<file path="src/rtl/vx_issue_perf_counters_pkg.sv">
// ---------------------------------------------------------------------------
// vx_issue_perf_counters_pkg
//
// Shared definitions for the issue-stage performance counters:
//   - PERF_CTR_BITS : default width of every performance counter
//   - EX_BITS       : width of the execute-unit type field
//   - ex_type_e     : execute-unit encodings (ALU, LSU, CSR, FPU, GPU)
//   - issue_events_t: one cycle's worth of issue-side stall events
// ---------------------------------------------------------------------------
package vx_issue_perf_counters_pkg;

    localparam int PERF_CTR_BITS = 44;
    localparam int EX_BITS       = 3;
    localparam int NUM_EX_UNITS  = 5;

    typedef enum logic [EX_BITS-1:0] {
        EX_ALU = 3'd0,
        EX_LSU = 3'd1,
        EX_CSR = 3'd2,
        EX_FPU = 3'd3,
        EX_GPU = 3'd4
    } ex_type_e;

    // unit[t] is indexed by the ex_type_e value of the stalled unit.
    typedef struct packed {
        logic                    ibf;
        logic                    scb;
        logic [NUM_EX_UNITS-1:0] unit;
    } issue_events_t;

endpackage

</file>
<file path="src/rtl/vx_perf_counter.sv">
// ---------------------------------------------------------------------------
// vx_perf_counter
//
// Single free-running event counter. Increments by one on each cycle where
// inc is high, wraps silently modulo 2^WIDTH, and is cleared synchronously by
// clear (clear wins over inc). Asynchronous active-low reset.
//
// Ports:
//   clk     : clock, rising edge
//   reset_n : asynchronous active-low reset
//   clear   : synchronous clear to zero
//   inc     : add one this cycle
//   count   : current count, straight from the register
// ---------------------------------------------------------------------------
module vx_perf_counter #(
    parameter int WIDTH = 44
) (
    input  logic             clk,
    input  logic             reset_n,
    input  logic             clear,
    input  logic             inc,
    output logic [WIDTH-1:0] count
);

    logic [WIDTH-1:0] count_reg;
    logic [WIDTH-1:0] count_next;

    always_comb begin
        count_next = count_reg;
        if (clear) begin
            count_next = '0;
        end else if (inc) begin
            // Natural modulo wrap: all-ones + 1 -> 0.
            count_next = count_reg + WIDTH'(1);
        end
    end

    always_ff @(posedge clk or negedge reset_n) begin
        if (!reset_n) begin
            count_reg <= '0;
        end else begin
            count_reg <= count_next;
        end
    end

    assign count = count_reg;

endmodule

</file>
<file path="src/rtl/vx_issue_perf_counters.sv">
// ---------------------------------------------------------------------------
// vx_issue_perf_counters
//
// Issue-stage stall counters. Each cycle the stall events of the ibuffer,
// scoreboard and each dispatch target unit are detected, registered for one
// stage, and then counted. A stall in cycle N therefore shows up in its
// counter in cycle N+2.
//
// Parameters:
//   CTR_WIDTH  : width of every counter output
//   FPU_ENABLE : 0 removes the FPU counter (fpu_stalls tied to 0)
//
// Ports:
//   clk, reset_n          : clock and asynchronous active-low reset
//   perf_enable           : events are only counted while high
//   perf_clear            : synchronous clear of counters and event stage
//   ibuf_valid_in/_ready  : decode -> ibuffer handshake
//   scb_valid_in/_ready   : ibuffer head -> scoreboard handshake
//   disp_valid_in         : instruction offered to dispatch
//   disp_ex_type_in       : target unit (ex_type_e; 5..7 never stall a unit)
//   unit_ready_in         : per-unit ready, indexed by ex_type
//   *_stalls              : cumulative stall cycle counts
// ---------------------------------------------------------------------------
module vx_issue_perf_counters
    import vx_issue_perf_counters_pkg::*;
#(
    parameter int CTR_WIDTH  = PERF_CTR_BITS,
    parameter int FPU_ENABLE = 1
) (
    input  logic                    clk,
    input  logic                    reset_n,
    input  logic                    perf_enable,
    input  logic                    perf_clear,
    input  logic                    ibuf_valid_in,
    input  logic                    ibuf_ready_in,
    input  logic                    scb_valid_in,
    input  logic                    scb_ready_in,
    input  logic                    disp_valid_in,
    input  logic [EX_BITS-1:0]      disp_ex_type_in,
    input  logic [NUM_EX_UNITS-1:0] unit_ready_in,
    output logic [CTR_WIDTH-1:0]    ibf_stalls,
    output logic [CTR_WIDTH-1:0]    scb_stalls,
    output logic [CTR_WIDTH-1:0]    lsu_stalls,
    output logic [CTR_WIDTH-1:0]    csr_stalls,
    output logic [CTR_WIDTH-1:0]    alu_stalls,
    output logic [CTR_WIDTH-1:0]    fpu_stalls,
    output logic [CTR_WIDTH-1:0]    gpu_stalls
);

    logic                    ibf_ev;
    logic                    scb_ev;
    logic [NUM_EX_UNITS-1:0] unit_ev;
    issue_events_t           ev_next;
    issue_events_t           ev_reg;

    logic [CTR_WIDTH-1:0]    ibf_count;
    logic [CTR_WIDTH-1:0]    scb_count;
    logic [CTR_WIDTH-1:0]    unit_count [NUM_EX_UNITS];

    // ------------------------------------------------------------------
    // Event detection
    // ------------------------------------------------------------------
    assign ibf_ev = ibuf_valid_in & ~ibuf_ready_in;
    assign scb_ev = scb_valid_in & ~scb_ready_in;

    genvar gi;
    generate
        for (gi = 0; gi < NUM_EX_UNITS; gi++) begin : g_unit
            localparam bit UNIT_ON = (gi != int'(EX_FPU)) || (FPU_ENABLE != 0);
            if (UNIT_ON) begin : g_on
                // ex_type values 5..7 match no index and so never stall a unit.
                assign unit_ev[gi] = disp_valid_in
                                   & (disp_ex_type_in == EX_BITS'(gi))
                                   & ~unit_ready_in[gi];

                vx_perf_counter #(
                    .WIDTH (CTR_WIDTH)
                ) u_unit_ctr (
                    .clk     (clk),
                    .reset_n (reset_n),
                    .clear   (perf_clear),
                    .inc     (ev_reg.unit[gi]),
                    .count   (unit_count[gi])
                );
            end else begin : g_off
                assign unit_ev[gi]    = 1'b0;
                assign unit_count[gi] = '0;
            end
        end
    endgenerate

    // perf_enable is folded in before the register so that it is sampled in
    // the same cycle as the stall it qualifies.
    always_comb begin
        ev_next = '0;
        if (perf_enable) begin
            ev_next.ibf  = ibf_ev;
            ev_next.scb  = scb_ev;
            ev_next.unit = unit_ev;
        end
    end

    // ------------------------------------------------------------------
    // One-stage event pipeline; clear flushes it together with the counters
    // so an event captured before the clear is never counted afterwards.
    // ------------------------------------------------------------------
    always_ff @(posedge clk or negedge reset_n) begin
        if (!reset_n) begin
            ev_reg <= '0;
        end else if (perf_clear) begin
            ev_reg <= '0;
        end else begin
            ev_reg <= ev_next;
        end
    end

    // ------------------------------------------------------------------
    // Ibuffer and scoreboard counters
    // ------------------------------------------------------------------
    vx_perf_counter #(
        .WIDTH (CTR_WIDTH)
    ) u_ibf_ctr (
        .clk     (clk),
        .reset_n (reset_n),
        .clear   (perf_clear),
        .inc     (ev_reg.ibf),
        .count   (ibf_count)
    );

    vx_perf_counter #(
        .WIDTH (CTR_WIDTH)
    ) u_scb_ctr (
        .clk     (clk),
        .reset_n (reset_n),
        .clear   (perf_clear),
        .inc     (ev_reg.scb),
        .count   (scb_count)
    );

    // ------------------------------------------------------------------
    // Outputs, all straight from counter registers
    // ------------------------------------------------------------------
    assign ibf_stalls = ibf_count;
    assign scb_stalls = scb_count;
    assign alu_stalls = unit_count[int'(EX_ALU)];
    assign lsu_stalls = unit_count[int'(EX_LSU)];
    assign csr_stalls = unit_count[int'(EX_CSR)];
    assign fpu_stalls = unit_count[int'(EX_FPU)];
    assign gpu_stalls = unit_count[int'(EX_GPU)];

endmodule

</file>
<file path="config.mk">
export PLATFORM = sky130hd
export DESIGN_NAME = vx_issue_perf_counters
export DESIGN_NICKNAME = d
export VERILOG_FILES = /design/src/rtl/vx_issue_perf_counters_pkg.sv /design/src/rtl/vx_perf_counter.sv /design/src/rtl/vx_issue_perf_counters.sv
export SDC_FILE = /design/constraint.sdc
export NUM_CORES = 1
export LEC_CHECK = 0
export ABC_AREA = 1
export CAP_MARGIN = 20
export CORE_ASPECT_RATIO = 0.6
export CORE_MARGIN = 10
export CORE_UTILIZATION = 40
export CTS_CLUSTER_SIZE = 28
export DETAILED_ROUTE_END_ITERATION = 12
export GPL_TIMING_DRIVEN = 0
export PLACE_DENSITY = 0.65
export SLEW_MARGIN = 20
export SYNTH_ARGS = -nofsm -noshare
export SYNTH_HDL_FRONTEND = slang
export SYNTH_HIERARCHICAL = 1
export SYNTH_SLANG_ARGS = --single-unit
</file>
<file path="constraint.sdc">
create_clock -name clk -period 1.55 [get_ports clk]
set_clock_uncertainty 0.1 [all_clocks]
set_input_delay 0.31 -clock clk [delete_from_list [all_inputs] [get_ports clk]]
set_output_delay 0.31 -clock clk [all_outputs]
set_load 0.01 [all_outputs]
</file>
# --- Word-level counts from Yosys, hierarchy flattened ---
# Index checks and enable logic that the tools add are counted.
totals:
  ff_bits: 315
  latchBits: 0
  ramBits: 0
  rom_bits: 0
  input_bits: 17
  output_inout_bits: 308
  elab_cells: 64
  mem_count: 0
op_classes:
  add_sub_neg: 7
  multipliers: 0
  n_div: 0
  order_cmp: 0
  n_eq_ne: 4
  shift: 0
  n_mux: 16
  n_bitwise: 19
  n_reduce_logical: 8
ops:
  columns: ["cell", "count"]
  rows:
  - ["44-bit 2-to-1 mux", 14]
  - ["44-bit by 1-bit adder with 44-bit output (second input constant)", 7]
  - ["7-bit 2-to-1 mux", 2]
  - ["2-bit nonzero test", 7]
  - ["1-bit bitwise AND", 12]
  - ["1-bit NOT", 7]
  - ["3-bit by 2-bit == test with 1-bit output (second input constant)", 2]
  - ["3-bit by 1-bit == test with 1-bit output (second input constant)", 1]
  - ["3-bit == test (second input constant)", 1]
  - ["3-bit logical NOT", 1]

# --- Depth between registers and ports, before layout ---
logic_depth:
  depth_word: 5
  ltp_mapped: 9
  mapped_depth_nobuf: 9

# --- Hierarchy ---
# The synthesis kept the hierarchy.
modules_own_cells:
  columns: ["module", "instances", "cells_per_inst", "area_per_inst_um2", "seq_area_each_um2"]
  rows:
  - ["vx_perf_counter", 7, 415, 2718.9, 1101.1]
  - ["vx_issue_perf_counters", 1, 34, 297.8, 175.2]

# --- Worst setup path after synthesis ---
# Ideal clock, no wire load.
synth_path:
  path_kind: "register to register"
  start: "reg g_unit[0].g_on.u_unit_ctr.count_reg[0]"
  end: "reg g_unit[0].g_on.u_unit_ctr.count_reg[30]"
  setup_ps: 117
  arrival_time_ps: 1393
  required_time_ps: 1333
  slack_ps: -60
  stages_incl_launch_ff: 9
  n_path_buf: 0
  synth_period_minus_slack_ps: 1610
  path_cell_list: "dfrtp_1 -> ha_1 -> inv_1 -> nor2_1 -> nand2_1 -> nor2_1 -> nand3_1 -> nor2_1 -> nor2_1"
synth_between:
  elab_chain_len: 3
synth_lines:
  columns: ["element", "line", "rtl"]
  rows:
  - ["start: declaration", "vx_perf_counter.sv:25", "logic [WIDTH-1:0] count_reg;"]
  - ["start signal: assignment", "vx_perf_counter.sv:42", "count_reg <= count_next;"]
  - ["44-bit by 1-bit adder with 44-bit output", "vx_perf_counter.sv:34", "count_next = count_reg + WIDTH'(1);"]
  - ["44-bit 2-to-1 mux", "vx_perf_counter.sv:32", "end else if (inc) begin"]
  - ["44-bit 2-to-1 mux", "vx_perf_counter.sv:30", "if (clear) begin"]
# No other way between the ends. The select of a mux whose other input is x is not followed.
# A chain may end at the register's enable or synchronous reset.

# --- Final worst setup path ---
layout_path:
  start: "reg g_unit[1].g_on.u_unit_ctr.count_reg[2]"
  end: "reg g_unit[1].g_on.u_unit_ctr.count_reg[34]"
layout_between:
  elab_chain_len: 3
layout_lines:
  columns: ["element", "line"]
  rows:
  - ["start: declaration", "vx_perf_counter.sv:25"]
  - ["start signal: assignment", "vx_perf_counter.sv:42"]
  - ["44-bit by 1-bit adder with 44-bit output", "vx_perf_counter.sv:34"]
  - ["44-bit 2-to-1 mux", "vx_perf_counter.sv:32"]
  - ["44-bit 2-to-1 mux", "vx_perf_counter.sv:30"]
# No other way between the ends. The select of a mux whose other input is x is not followed.

==> metrics.md <==
| Metric | Value |
|---|---|
| Run status | `finished, violations left` |
| Violated checks | `negative hold slack, negative setup slack` |
| Area contributors post-synth | `dfrtp_1, nand2_1, nor2_1` |
| Worst path bufs/invs | `1` |
| Fin Setup TNS | `-22.81 ns` |
| Clock sink count | `315` |
| Pwr dens | `about 540 nW/um2` |
| Clk_lat worst skew | `between 0.5 and 0.6 ns` |
| CTS max path bufs | `3` |
| R2R depth | `8` |
| Total Routed Length | `about 87 mm` |
| Area of the multi-input gates | `13750 um2` |
| Pre-antenna DRT Iters | `6` |
| Grt total ovfl | `0` |
| Worst path cell trace | `buf_6, nand2_2, nor2_4, nand3_4, nor2_4, nand3_2, o21bai_1, nor2_1` |
| Fin nets | `between 3000 and 4000` |
| Post-layout min period | `1.798 ns` |
| Post-place setup slack | `-1.864 ns` |
| Drc violations | `0` |
| Yosys cell types | `23` |
| Max cap viols | `0` |
| Die height | `between 150 and 200 um` |
| Top delay family on crit path | `simple AND/OR/NAND/NOR gates` |
| Max VDD drop | `about 1.2 mV` |
| I/O pin cnt | `roughly 330` |
| 1st-iter DRT viols | `about 2400` |
| Fmax | `approximately 0.56 GHz` |
| Row Count | `between 60 and 70` |
| Root Buffer | `clkbuf_16` |
| Vias | `~24000` |
| Largest net degree at the start of global routing | `95` |
| Crit Path Class | `register to register` |
| Ratio of cells with drive above 1 in the final layout | `around 50%` |
| Period utilization | `116.0%` |
| Gpl congestion | `~1.0` |
| Antenna diodes | `0` |
| Drt via density | `between 5 and 6` |
| Fin. Hold Viols | `54` |
| Detail Placement HPWL | `56.45 mm` |
| Clock Pin Slew Worst Setup and Hold Paths | `approximately 0.060 ns` |
| Crit path top cell by count | `nor2_4` |
| R2r startpoint | `g_unit[1].g_on.u_unit_ctr/count[2]` |
| Max Slew Vio Count | `0` |
| Commonest non-fill, non-tap cells in the layout | `nand2_1, inv_1, nor2_1` |
| Seq/Total Area, Yosys | `between 40% and 50%` |
| Routed Antenna Nets | `0` |
| Number of flip-flops in the largest register | `220` |
| Synth Cell Area | `roughly 19000 um2` |
| Total CTS buffers | `35` |
| Syn_area_per_cell | `between 6 and 7 um2` |
| Startpoint Class | `register` |
| Vias in the first global route | `21053` |
| Input/output buffers | `around 320` |
| Synthesized flop and latch total | `between 300 and 400` |
| First-pass GRT wire length | `between 100 and 150 mm` |
| All-layer global routing usage | `between 20% and 30%` |
| Static leakage | `approximately 0.015 uW` |
| Post-DP Area | `between 20000 and 25000 um2` |
| Reg2Reg Capture Point | `g_unit[1].g_on.u_unit_ctr/count[34]` |
| RSZ-0062 raised after global routing | `yes` |
| Most common cell after layout, fill and taps aside | `nand2_1` |
| Share of the synthesized area in the top cell type | `between 40% and 50%` |
| Setup-failing EPs final | `292` |
| CP max FO | `5` |
| Fin area | `between 30000 and 40000 um2` |
| # fillers | `between 3000 and 4000` |
| Synth-to-Final Area Change | `69.75%` |
| Core area | `approximately 48000 um2` |
| Starting Density | `40.45%` |
| CP required | `1.87 ns` |
| Biggest area consumer among synthesized cells | `dfrtp_1` |
| Hold WC Path Type | `input pin to async pin` |
| CP max-delay cell | `dfrtp_2` |
| Slowest stage delay, CP | `slightly below 0.4 ns` |
| Initial antenna violation count | `0` |
| Crit end category | `register` |
| Reg2Reg Setup Slack | `-0.25 ns` |
| Relative slew slack | `between 50% and 60%` |
| Final worst setup slack | `-0.2478 ns` |
| CTS tree | `yes` |
| Die width | `303.8 um` |
| FF/Latch Area | `8090 um2` |
| Hold WS | `-0.3990 ns` |
| Yosys Warn Count | `6` |
| Routed length per placed instance | `~19 um` |
| Post-Synthesis Cells | `2939` |
| Post-Syn Nets | `between 2000 and 3000` |
| Htree depth | `2` |
| CP arrival | `about 2.1 ns` |
| DIE AREA | `between 50000 and 60000 um2` |
| Slew @ Worst Pin | `0.6337 ns` |
kinds of logic (layout without fill, tap and decap cells):
kind of cell	after synthesis	count (layout)	synth area share, %
flip-flops	315	315	40.78
AND/OR/NAND/NOR	1819	1821	40.69
adder cells (fa/ha/maj)	7	7	0.4531
buffers and inverters	469	1355	9.107
XOR/XNOR	7	7	0.3172
AO/OA/AOI/OAI	322	322	8.654
stage by stage:
step	total power, uW	util [%]	cells
floorplan	8618	-	2939
global placement	8983	48.97	3903
detailed placement	9009	49.15	3906
CTS	17900	58.34	4194
global route	18410	68.67	4467
finish	17840	68.67	4467
worst max path at each step:
| stage | from | end | slack, ns | depth (start not counted) |
|---|---|---|---|---|
| detailed placement | perf_clear | g_unit[1].g_on.u_unit_ctr/count[38] | -1.86 | 8 |
| finish | g_unit[1].g_on.u_unit_ctr/count[2] | g_unit[1].g_on.u_unit_ctr/count[34] | -0.25 | 8 |
| global route | g_unit[1].g_on.u_unit_ctr/count[2] | g_unit[1].g_on.u_unit_ctr/count[34] | -0.34 | 8 |
| floorplan | g_unit[0].g_on.u_unit_ctr/count[1] | g_unit[0].g_on.u_unit_ctr/count[26] | 0.006 | 8 |
| CTS | g_unit[1].g_on.u_unit_ctr/count[2] | g_unit[1].g_on.u_unit_ctr/count[24] | -0.17 | 10 |
| global placement | reset_n | g_unit[0].g_on.u_unit_ctr/count[0] | -15.81 | 1 |
repair_timing:
action	CTS	global route
setup endpoints to repair	621	591
setup buffers	223	280
gates resized for setup	1120	1676
pin swaps	163	369
cloned	2	0
hold endpoints to repair	54	54
Yosys cell counts:
library cell  instances
nor3_1               70
nand2_2              22
clkbuf_1             28
xnor2_1               7
nand3_1             259
and3_1                7
o21bai_1             14
and2_1                7
nor2_2               21
nor2_4               36
nand3_4               7
nor3_4                7
ha_1                  7
inv_1               434
nand2_1             706
a21o_2                7
o21ai_0             147
nand4_1               7
a21oi_1             154
nand3b_1              3
inv_2                 7
nor2_1              667
dfrtp_1             315
power by group:
group	switching (uW)	internal, uW
sequential	8.00	8220
combinational	553	229
clock	3710	5120
total	4270	13600
per-layer routing:
layer	wire [um]	GRT usage, %	share of wire, %	up-vias
met4	2329	6.897	2.7	0
met1	36720	36.65	42	11541
met2	38980	38.72	45	1132
met3	8586	6.936	9.9	160
li1	-	-	-	10960
met5	0	0	0	-
layout make-up:
class / count / share of cell area (%)
Multi-Input combinational cell: 2157 / 41.90
Sequential cell: 315 / 24.66
Inverter: 441 / 5.182
Timing Repair Buffer: 823 / 21.86
Buffer: 28 / 0.4118
Clock buffer: 50 / 3.123
Tap cell: 640 / 2.440
Clock inverter: 13 / 0.4347
Note: power is estimated with default switching activity, not from simulation.
